### src/rtl/fifo_stream_reader.sv
// rtl/fifo_stream_reader.sv - FIFO read-side adapter: read strobe, 2-entry skid buffer, packet framing, transfer count
module fifo_stream_reader #(
    parameter int DATA_WIDTH = 8,
    parameter int PKT_LEN    = 4,
    parameter int CNT_WIDTH  = 16
) (
    input  logic                  clock,
    input  logic                  reset,
    input  logic                  enable,
    input  logic                  fifo_empty,
    input  logic [DATA_WIDTH-1:0] fifo_dout,
    output logic                  fifo_rn,
    output logic [DATA_WIDTH-1:0] m_data,
    output logic                  m_valid,
    output logic                  m_last,
    input  logic                  m_ready,
    output logic [CNT_WIDTH-1:0]  xfer_count
);

    localparam logic [7:0] LAST_IDX = 8'(PKT_LEN - 1);

    logic [1:0]            count;
    logic                  inflight;
    logic [DATA_WIDTH-1:0] head_q;
    logic [DATA_WIDTH-1:0] tail_q;
    logic [7:0]            pkt_idx;
    logic [CNT_WIDTH-1:0]  xfer_q;
    logic                  pop;
    logic [2:0]            occupancy;

    assign m_valid = (count != 2'd0);
    assign pop     = m_valid && m_ready;

    // Slots already promised: held words plus the word still coming out of the FIFO, less the one leaving now.
    assign occupancy = {1'b0, count} + {2'b00, inflight} - {2'b00, pop};
    assign fifo_rn   = reset && enable && !fifo_empty && (occupancy < 3'd2);

    assign m_data     = m_valid ? head_q : '0;
    assign m_last     = m_valid && (pkt_idx == LAST_IDX);
    assign xfer_count = xfer_q;

    always_ff @(posedge clock) begin
        if (!reset) begin
            count    <= 2'd0;
            inflight <= 1'b0;
            head_q   <= '0;
            tail_q   <= '0;
            pkt_idx  <= 8'd0;
            xfer_q   <= '0;
        end else begin
            inflight <= fifo_rn;

            case ({inflight, pop})
                2'b10: begin
                    if (count == 2'd0) begin
                        head_q <= fifo_dout;
                    end else begin
                        tail_q <= fifo_dout;
                    end
                    count <= count + 2'd1;
                end
                2'b01: begin
                    head_q <= tail_q;
                    count  <= count - 2'd1;
                end
                2'b11: begin
                    // Capture and pop together: occupancy unchanged, order kept by shifting first.
                    if (count == 2'd1) begin
                        head_q <= fifo_dout;
                    end else begin
                        head_q <= tail_q;
                        tail_q <= fifo_dout;
                    end
                end
                default: begin
                end
            endcase

            if (pop) begin
                xfer_q  <= xfer_q + 1'b1;
                pkt_idx <= (pkt_idx == LAST_IDX) ? 8'd0 : pkt_idx + 8'd1;
            end
        end
    end

endmodule
### config.mk
export PLATFORM = sky130hd
export DESIGN_NAME = fifo_stream_reader
export DESIGN_NICKNAME = d
export VERILOG_FILES = /design/src/rtl/fifo_stream_reader.sv
export SDC_FILE = /design/constraint.sdc
export NUM_CORES = 1
export LEC_CHECK = 0
export ABC_AREA = 1
export BUFFER_PORTS_ARGS = -buffer_cell sky130_fd_sc_hd__buf_2
export CAP_MARGIN = 20
export CORE_MARGIN = 3
export CORE_UTILIZATION = 50
export DETAILED_ROUTE_END_ITERATION = 7
export PLACE_DENSITY_LB_ADDON = 0.25
export SLEW_MARGIN = 20
export SYNTH_ARGS = -nofsm -noshare
export SYNTH_HDL_FRONTEND = slang
export SYNTH_SLANG_ARGS = --single-unit
### constraint.sdc
create_clock -name clock -period 3.25 [get_ports clock]
set_input_delay 0.8125 -clock clock [delete_from_list [all_inputs] [get_ports clock]]
set_output_delay 0.8125 -clock clock [all_outputs]
set_load 0.01 [all_outputs]
Yosys cells after proc, flatten, opt, wreduce, memory -nomap -nowiden
Cells that the tools add are included.
{"block": "classes", "n_addsub": 6, "n_mux": 9, "n_lt_le_gt_ge": 1, "reduce_logical": 13, "eq_ne": 8}
{"operator": "$mux 8", "count": 6}
{"operator": "$pmux 8 s3", "count": 1}
{"operator": "$add 16x1->16 const B", "count": 1}
{"operator": "$pmux 8 s2", "count": 1}
{"operator": "$add 8x1->8 const B", "count": 1}
{"operator": "$eq 8x2->1 const B", "count": 1}
{"operator": "$ne 2x2->1 const B", "count": 3}
{"operator": "$reduce_bool 2->1", "count": 3}
{"operator": "$logic_and 1x1->1", "count": 5}
{"operator": "$eq 2x1->1 const B", "count": 2}
{"operator": "$eq 2x2->1 const B", "count": 2}
{"operator": "$pmux 2 s2", "count": 1}
{"operator": "$add 2x1->3", "count": 1}
{"operator": "$lt 3x2->1 const B", "count": 1}
{"operator": "$reduce_and 3->1", "count": 1}
{"operator": "$reduce_bool 3->1", "count": 1}
{"operator": "$sub 3x1->3", "count": 1}
{"operator": "$add 2x1->2 const B", "count": 1}
{"operator": "$logic_not 2->1", "count": 1}
{"operator": "$reduce_and 2->1", "count": 1}
{"operator": "$sub 2x1->2 const B", "count": 1}
{"operator": "$logic_not 1->1", "count": 1}
{"block": "word_totals", "inputBits": 13, "elab_cells": 43, "ff_bits": 43, "output_inout_bits": 27}

Depth between registers and ports, before layout
Gate-level depths: netlist (run 1).
{"block": "logic_depth", "word_depth": 5, "depth_mapped": 11, "depth_no_buf": 10}

Worst setup path after synthesis (run 1)
Ideal clock, no wire load.
{"block": "synth_timing", "path_type": "register to output", "start": "reg count[1]", "end": "out fifo_rn", "stages_incl_launch_ff": 12, "required_ns": 2.438, "slack_ns": -0.172, "arrival_ns": 2.609, "cell_sequence": "dfxtp_1 > inv_1 > ha_1 > inv_2 > nand2_4 > buf_6 > ha_1 > nor2_1 > inv_1 > fa_1 > nand2_1 > nor4b_1"}
{"block": "synth_via", "elab_chain_len": 5, "word_cells_on_any_way": 6}
{"element": "from (decl)", "line": "22", "source": "logic [1:0] count;"}
{"element": "from (signal assigned)", "line": "60", "source": "count <= count + 2'd1;"}
{"element": "from (signal assigned)", "line": "64", "source": "count <= count - 2'd1;"}
{"element": "$reduce_bool 2->1", "line": "31", "source": "assign m_valid = (count != 2'd0);"}
{"element": "net m_valid", "line": "14", "source": "output logic m_valid,"}
{"element": "$logic_and 1x1->1", "line": "32", "source": "assign pop = m_valid && m_ready;"}
{"element": "$sub 3x1->3", "line": "35", "source": "assign occupancy = {1'b0, count} + {2'b00, inflight} - {2'b00, pop};"}
{"element": "$lt 3x2->1", "line": "36", "source": "assign fifo_rn = reset && enable && !fifo_empty && (occupancy < 3'd2);"}
{"element": "$logic_and 1x1->1", "line": "36"}
{"element": "to (decl)", "line": "12", "source": "output logic fifo_rn,"}
The timed path passes the listed nets, and every way through them passes these cells.

Final worst setup path (run 1)
{"block": "layout_timing", "start": "in m_ready", "end": "out fifo_rn"}
{"block": "layout_via", "elab_chain_len": 4}
{"element": "from (decl)", "line": "16", "source": "input logic m_ready,"}
{"element": "$logic_and 1x1->1", "line": "32"}
{"element": "$sub 3x1->3", "line": "35"}
{"element": "$lt 3x2->1", "line": "36"}
{"element": "$logic_and 1x1->1", "line": "36"}
Every way passes these cells.

==> impl_metrics.toml, run 1 <==
[run_status]
status = "finished clean"

[grt]
grt_max_degree = 35
grt_use_total_pct = 19.85
grt_pass1_vias = 1974
grt_pass1_wl_um = 8535
antenna_found_initial = 0
grt.overflow.total = 0

[routing]
dr_total_vias = 2100
dr.pass1.iters = 4
drc = 0
viasPerCell = 5.060
wl_per_cell_um = 11.82
drt_iter0_drc = 159
totalWireLength_um = 4907
ant_nets = 0

[critical_path]
path_cells = "buf_2 > nand2_4 > ha_4 > nor2_2 > inv_1 > fa_1 > nand2_2 > nor4b_4 > buf_2"
required_ps = 2440
critPathMaxFanout = 2
endpoint_kind = "primary output"
crit_buf_inv = 3
reg2reg_depth = 10
timing.rr.end = "inflight$_SDFF_PN0_"
max_stage_delay_ps = 490
start_kind = "primary input"
cp_slowest_cell = "fa_1"
path_class = "primary input to primary output"
r2r_slack_ps = 1140
cp_top_family = "adder cells"
r2r_start = "count[1]$_SDFFE_PN0N_"
crit_top_cell = "buf_2"
cp.arrival_ps = 2340

[final_layout]
final_cell_mix = "nor2_1, nand2_1, dfxtp_1"
regArea_sq_um = 862.1
antenna_cells = 0
instances_no_fill = 415
nets = 383
layout-drive-gt1-share_pct = 21.92
num-fill-cells = 370
mostFrequentLayoutCell = "nor2_1"
area_growth_pct = 19.97
multi_input_area_sq_um = 1234
final_core_util_pct = 64.86

[placed_design]
gp_congestion = 0.8269
portBuffers = 39
dp_hpwl_um = 3447
place_inst = 403
post-place-ws_ps = -43.04

[hold_path]
min_path_type = "flip-flop to flip-flop"
min_from = "xfer_count[10]$_SDFFE_PN0P_"
hold_path_end = "xfer_count[10]$_SDFFE_PN0P_"
min_path_cells = 2

[clock_tree]
clkLatencyLatePin_ps = 300
cts_tree = "yes"
clock-sinks = 43
cts_buffers = 5
htreeDepth = 2
clk_pin_slew_ps = 80
clock-root-buffer = "clkbuf_8"
postCtsHoldBufs = 0
cts_max_path_buffers = 2

[synthesis]
synth_edf_count = 0
yosys_register_bits = 43
yosys.area_share.simple_pct = 36.66
synth_adder_area_share_pct = 3.661
synth_top_flop_cell = "dfxtp_1"
synth_top_family_by_area = "simple AND/OR/NAND/NOR gates"
seq_area_frac_synth_pct = 38.16
synthCells = 317
ys_warn_count = 0
synth_xor_area_share_pct = 1.941
postSynthAreaPerCell_sq_um = 7.116
synth-compound-area-share_pct = 10.43
async_flop_share_pct = 0
synth_nets = 336
netlist_area_sq_um = 2256
netlist-cell-type-count = 32
synthMuxAreaShare_pct = 0

[sta]
maxSlewHeadroom_pct = 76.09
finalCritPeriodShare_pct = 96.97
hold_viol_final = 0
setup_viol = 0
fin_crit_ps = 3152
rsz0062_at_grt = "no"
slew_violations = 0
fmax_ghz = 0.3173
worst_slew_pin_slew_ps = 355.9
fin_ws_ps = 98.48
clock_skew_ps = 3.883

[power]
cellLeakagePower_uw = 0.001213
irDropWorstVdd_mv = 0.4203
power_density_nw_per_um2 = 675.2

[run]
drv_cap = 0

[die]
die_w_um = 73.17
dieArea_sq_um = 5354
pin_count = 40
die_h_um = 73.17
start_util_pct = 54.06
rows = 23
coreArea_sq_um = 4173
==> what timing repair did <==
item,in CTS,in global routing
buffers inserted,4,0
pin swaps,1,1
gates cloned,0,0
gates resized for setup,4,5
setup endpoints to repair,1,1
hold endpoints to repair,0,0
==> metal layers <==
metal | vias up | GRT usage (%) | wire length (um)
met5 | - | 0 | 0
met4 | 0 | 4.918 | 33
met3 | 5 | 4.132 | 231
met2 | 50 | 35.65 | 2382
met1 | 939 | 23.89 | 2259
li1 | 1106 | - | -
==> cell families (layout without fill, tap and decap cells) <==
family | count (synthesis) | count (layout)
compound gates | 43 | 43
xor+xnor | 5 | 5
fa+ha+maj | 6 | 6
buf+inv | 45 | 93
flops | 43 | 43
simple gates | 175 | 175
==> synth_stat cells, types with 2 or more instances <==
master | n | area share (%)
nand2_4 | 3 | 1.5
dfxtp_1 | 43 | 38
nand3_1 | 14 | 3.1
nand4_1 | 5 | 1.4
nor2_1 | 74 | 12
o21ai_0 | 17 | 3.8
ha_1 | 5 | 2.8
xor2_1 | 5 | 1.9
clkbuf_1 | 3 | 0.50
nand2_1 | 49 | 8.2
a21oi_1 | 20 | 4.4
nand2_2 | 3 | 0.83
inv_1 | 32 | 5.3
nor4b_1 | 2 | 0.78
o21bai_1 | 2 | 0.67
nor3_1 | 11 | 2.4
nand3b_1 | 7 | 2.3
nand3_4 | 2 | 1.6
buf_6 | 5 | 2.5
inv_2 | 3 | 0.50
==> flip-flops by register name, summed over array words and instances (netlist names) <==
signal      cells
xfer_count     16
head_q          8
pkt_idx         8
tail_q          8
count           2
inflight        1
==> through the flow <==
stage	power (uW)	cell area [sq um]	TNS, ps	hold slack, ps
after detailed placement	1274	2505	-43.04	473.9
after global placement	1254	2505	-0.5913	469.4
after CTS	1803	2680	0	485.7
final	1827	2706	0	487.4
after global routing	1945	2706	0	526.9
after floorplan	1141	2273	0	469.7
==> area by class of cell <==
type | count | area share, %
multi-input combinational | 229 | 45.58
sequential | 43 | 31.85
timing repair buffer | 49 | 10.12
inverter | 36 | 5.086
clock buffer | 5 | 2.543
clock inverter | 3 | 2.497
tap | 50 | 2.312
==> worst reg2reg max path, delay by kind of cell (launching register included) <==
| kind | cells | cell delay (ps) |
|---|---|---|
| flops | 1 | 350 |
| fa+ha+maj | 3 | 870 |
| simple gates | 4 | 600 |
| buf+inv | 3 | 180 |
==> report_power, final <==
part	total (uW)	internal, uW	switching [uW]
sequential	684	622	62.1
combinational	647	258	389
clock	496	306	190
==> how the worst max path moves through the flow <==
stage / startpoint / end / cells after the start
finish: m_ready / fifo_rn / 9
global placement: m_ready / fifo_rn / 9
floorplan: count[1]$_SDFFE_PN0N_ / fifo_rn / 11
CTS: count[0]$_SDFFE_PN0N_ / fifo_rn / 11
detailed placement: m_ready / fifo_rn / 9
global route: count[1]$_SDFFE_PN0N_ / fifo_rn / 11
No activity file was read; power rests on OpenSTA's default activity.
==> inputs of run 2 (changes only) <==
--- a/config.mk
+++ b/config.mk
@@ -9,7 +9,7 @@
 export BUFFER_PORTS_ARGS = -buffer_cell sky130_fd_sc_hd__buf_2
 export CAP_MARGIN = 20
 export CORE_MARGIN = 3
-export CORE_UTILIZATION = 50
+export CORE_UTILIZATION = 38
 export DETAILED_ROUTE_END_ITERATION = 7
 export PLACE_DENSITY_LB_ADDON = 0.25
 export SLEW_MARGIN = 20
==> run 2 against run 1 <==
Net effect: cell area is 0.92% higher; routed wire length is 0.51% lower; utilization shrank 16 points; clock-buffer cell count increased by 1; worst hold slack got worse by 1.7 ps; clock skew is 4.0 ps higher; sequential power about the same; highest routed layer unchanged.
==> impl_metrics.toml, run 2 (same netlist as run 1, synthesis figures left out) <==
[run_status]
status = "finished clean"

[final_layout]
final_cell_mix = "nor2_1, nand2_1, dfxtp_1"
largest_register_ffs = 16
mostFrequentLayoutCell = "nor2_1"
antenna_cells = 0
nets = 382
area_growth_pct = 21.08
instances_no_fill = 436
layout-drive-gt1-share_pct = 21.98

[routing]
drt_iter0_drc = 75
viasPerCell = 4.796
totalWireLength_um = 4882
dr_total_vias = 2091
ant_nets = 0
drc = 0
wl_per_cell_um = 11.20
dr.pass1.iters = 4

[placed_design]
gp_congestion = 0.7988
portBuffers = 39
place_inst = 425
dp_hpwl_um = 3441

[grt]
met3_usage_pct = 4.563
grtUsageMet2_pct = 25.36
grt_use_total_pct = 14.93
grt_use_met1_pct = 18.08
antenna_found_initial = 0
grt_max_degree = 35
grt_pass1_vias = 1975
grt.busiest_layer = "met2"
grt_pass1_wl_um = 8652
grt.overflow.total = 0

[critical_path]
start_kind = "primary input"
cp.arrival_ps = 2320
path_class = "primary input to primary output"
required_ps = 2440
critPathMaxFanout = 2
endpoint_kind = "primary output"

[clock_tree]
cts_buffers = 5
postCtsHoldBufs = 0
cts_tree = "yes"
clock-sinks = 43
clk_pin_slew_ps = 80
cts_max_path_buffers = 2
clock-root-buffer = "clkbuf_8"
htreeDepth = 2
clkLatencyLatePin_ps = 300

[power]
swShare_pct = 34.86
power_uw = 1835
p_clk_share_pct = 27.3
cellLeakagePower_uw = 0.001209
p_int_uw = 1195
power_density_nw_per_um2 = 671.8
switching_power_uw = 639.7
irDropWorstVdd_mv = 0.3725
seqPwrFrac_pct = 37.1
power_frac_comb_pct = 35.6

[sta]
worst_slew_pin_slew_ps = 347.8
hold_viol_final = 0
fin_crit_ps = 3131
fmax_ghz = 0.3194
fin_setup_tns_ps = 0
finalCritPeriodShare_pct = 96.33
clock_skew_ps = 7.903
maxSlewHeadroom_pct = 76.78
setup_viol = 0
rsz0062_at_grt = "no"
slew_violations = 0

[die]
die_h_um = 83.05
die_w_um = 83.05
rows = 27
start_util_pct = 39.99
coreArea_sq_um = 5642
pin_count = 40
dieArea_sq_um = 6897

[hold_path]
min_path_type = "flip-flop to flip-flop"

[run]
drv_cap = 0
run 2: what timing repair did:
action | in CTS | in global routing
setup buffers | 3 | 0
hold endpoints to repair | 0 | 0
pin swaps | 3 | 1
endpoints found under the setup margin | 1 | 1
cloned | 0 | 0
resized for setup | 6 | 6
run 2: final cells by class:
class	instances	area [sq um]
repair buffers	48	266.5
inverters	36	137.6
clock buffers	6	72.57
well taps	72	90.09
clock inverters	2	60.06
fillers	601	2910
flip-flops and latches	43	863.3
multi-input cells	229	1241
run 2: stage by stage:
| stage | instance area (sq um) | setup slack (ps) | util [%] | hold slack [ps] |
|---|---|---|---|---|
| 2_1_floorplan | 2273 | 51.19 | - | 469.7 |
| 6_report | 2731 | 119.4 | 48.41 | 485.7 |
| 5_1_grt | 2731 | 13.32 | 48.41 | 517.9 |
| 3_3_place_gp | 2532 | -13.74 | 44.89 | 474.6 |
| 4_1_cts | 2710 | 52.95 | 48.04 | 493.1 |
| 3_5_place_dp | 2532 | -35.65 | 44.89 | 482.3 |
run 2: per-layer routing:
metal  routed length [um]  part of all wire [%]
met1                 2310                    47
met3                  266                   5.4
met4                   48                  0.98
met5                    0                     0
met2                 2257                    46
run 2: final timing paths:
path | startpoint | endpoint | slack, ps | depth (start not counted)
max | m_ready | fifo_rn | 120 | 9
min | xfer_count[10]$_SDFFE_PN0P_ | xfer_count[10]$_SDFFE_PN0P_ | 490 | 2
max reg2reg | count[0]$_SDFFE_PN0N_ | inflight$_SDFF_PN0_ | 1270 | 10
min reg2reg | xfer_count[10]$_SDFFE_PN0P_ | xfer_count[10]$_SDFFE_PN0P_ | 490 | 2
run 2: power groups by stage:
| stage | clock [uW] | sequential [uW] | combinational (uW) |
|---|---|---|---|
| after floorplan | 0 | 685 | 456 |
| after global placement | 0 | 687 | 571 |
| after detailed placement | 0 | 690 | 580 |
| after CTS | 513 | 681 | 629 |
| after global routing | 535 | 696 | 743 |
| final | 500 | 681 | 653 |
run 2: worst max-delay path, cell delays in order:
cell	delay, ps
buf_2	120
nand2_4	70
ha_4	200
nor2_4	90
inv_1	50
fa_1	500
nand2_2	80
nor4b_4	230
buf_2	160
==> inputs of run 3 (changes only) <==
--- a/config.mk
+++ b/config.mk
@@ -12,7 +12,9 @@
 export CORE_UTILIZATION = 38
 export DETAILED_ROUTE_END_ITERATION = 7
 export PLACE_DENSITY_LB_ADDON = 0.25
+export RECOVER_POWER = 25
 export SLEW_MARGIN = 20
 export SYNTH_ARGS = -nofsm -noshare
 export SYNTH_HDL_FRONTEND = slang
 export SYNTH_SLANG_ARGS = --single-unit
+export TNS_END_PERCENT = 50
==> run 3 against run 2 <==
Net effect: clock-buffer cell count did not move; total power about the same; sequential share of layout area is 0.058 points higher; clock power barely moved; setup slack worse by 2.4 ps; worst hold slack about the same; non-clock buffer count unchanged; cell area is 0.18% lower; combinational power about the same; global-route usage did not move; critical path depth is the same; critical endpoint unchanged; highest routed layer unchanged.
==> impl_metrics.toml, run 3 (same netlist as run 1, synthesis figures left out) <==
[routing]
ant_nets = 0
dr_total_vias = 2096
viasPerCell = 4.807
dr.pass1.iters = 4
drt_iter0_drc = 68
drc = 0
totalWireLength_um = 4893
wl_per_cell_um = 11.22

[sta]
hold_viol_final = 0
fin_setup_tns_ps = 0
finalCritPeriodShare_pct = 96.40
fmax_ghz = 0.3192
setup_viol = 0
rsz0062_at_grt = "no"
hold_ws_ps = 485.5
clock_skew_ps = 8.175
worst_slew_pin_slew_ps = 1387
fin_crit_ps = 3133
fin_ws_ps = 117.0
slew_violations = 0
maxSlewHeadroom_pct = 7.532

[clock_tree]
clk_pin_slew_ps = 80
cts_buffers = 5
htreeDepth = 2
clkLatencyLatePin_ps = 300
clock-root-buffer = "clkbuf_8"
cts_tree = "yes"
cts_max_path_buffers = 2
clock-sinks = 43

[die]
pin_count = 40
coreArea_sq_um = 5642
die_h_um = 83.05
dieArea_sq_um = 6897
rows = 27
start_util_pct = 39.99
die_w_um = 83.05

[final_layout]
mostFrequentLayoutCell = "nor2_1"
num-fill-cells = 604
instances_no_fill = 436
layout-drive-gt1-share_pct = 21.43
regArea_sq_um = 863.3
antenna_cells = 0
final_cell_mix = "nor2_1, nand2_1, dfxtp_1"
final_core_util_pct = 48.33
largest_register_ffs = 16
area_growth_pct = 20.85
nets = 382
multi_input_area_sq_um = 1241

[hold_path]
min_path_type = "flip-flop to flip-flop"
min_path_cells = 2

[critical_path]
r2r_slack_ps = 1270
critPathMaxFanout = 2
r2r_start = "count[0]$_SDFFE_PN0N_"
start_kind = "primary input"
path_depth = 9
crit_buf_inv = 3
endpoint_kind = "primary output"
path_class = "primary input to primary output"
endpoint = "fifo_rn"
timing.rr.end = "inflight$_SDFF_PN0_"
startpoint = "m_ready"
path_cells = "buf_2 > nand2_4 > ha_4 > nor2_4 > inv_1 > fa_1 > nand2_2 > nor4b_4 > buf_2"
cp_slowest_cell = "fa_1"
reg2reg_depth = 10
max_stage_delay_ps = 500
cp.arrival_ps = 2320
crit_top_cell = "buf_2"
cp_top_family = "adder cells"
required_ps = 2440

[grt]
antenna_found_initial = 0
grt_use_met1_pct = 18.08
grt.busiest_layer = "met2"
met3_usage_pct = 4.563
grtUsageMet2_pct = 25.36
grt_pass1_vias = 1975
grt_max_degree = 35
grt.overflow.total = 0
grt_use_total_pct = 14.93
grt_pass1_wl_um = 8652

[run_status]
status = "finished clean"

[power]
power_density_nw_per_um2 = 672.8
irDropWorstVdd_mv = 0.3724
cellLeakagePower_uw = 0.001203

[placed_design]
gp_congestion = 0.7988
post-place-ws_ps = -35.65
place_inst = 425
dp_hpwl_um = 3441
portBuffers = 39

[run]
drv_cap = 0
## run 3: changes by cell type in the layout (fill, tap and decap cells not counted)
cell,previous run,this run
buf_4,8,7
clkbuf_1,1,3
buf_2,39,38
## run 3: worst min path at each step
| stage | endpoint | start |
|---|---|---|
| floorplan | head_q[0]$_SDFFE_PN0P_ | tail_q[0]$_SDFFE_PN0P_ |
| global placement | xfer_count[10]$_SDFFE_PN0P_ | xfer_count[10]$_SDFFE_PN0P_ |
| detailed placement | head_q[0]$_SDFFE_PN0P_ | tail_q[0]$_SDFFE_PN0P_ |
| CTS | head_q[1]$_SDFFE_PN0P_ | tail_q[1]$_SDFFE_PN0P_ |
| global route | xfer_count[10]$_SDFFE_PN0P_ | xfer_count[10]$_SDFFE_PN0P_ |
| finish | xfer_count[10]$_SDFFE_PN0P_ | xfer_count[10]$_SDFFE_PN0P_ |
## run 3: per-stage QoR
stage,area [sq um],total power (uW)
after floorplan,2273,1141
after global placement,2532,1259
after detailed placement,2532,1269
after CTS,2710,1823
after global routing,2726,1974
final,2726,1834
## run 3: repair_timing
item	4_1_cts	5_1_grt
endpoints found under the setup margin	1	1
resized for setup	6	6
pin swaps	3	1
hold buffers	0	0
setup buffers	3	0
cloned	0	0
hold endpoints to repair	0	0
## run 3: area by class of cell
class	count	area share, %
Multi-Input combinational cell	229	45.53
Sequential cell	43	31.67
Timing Repair Buffer	48	9.592
Inverter	36	5.048
Tap cell	72	3.304
Clock buffer	6	2.662
Clock inverter	2	2.203
## run 3: per-layer routing
metal	share of wire, %	wire length [um]	vias to the layer above
met5	0	0	-
met4	0.98	48	0
met3	5.5	267	4
met2	46	2252	45
met1	47	2323	941
li1	-	-	1106
## run 3: worst reg2reg max path, delay by kind of cell (launching register included)
family	cells	cell delay (ps)
buffers and inverters	3	170
DFF	1	340
and+or+nand+nor	4	500
adders and majority gates	3	890
## run 3: power breakdown
group | leakage (uW) | total [uW] | switching [uW] | internal [uW]
logic | 0.000788 | 653 | 388 | 265
clock network | 0.0000654 | 500 | 193 | 307
registers | 0.000349 | 681 | 58.7 | 623
total | 0.00120 | 1830 | 640 | 1190
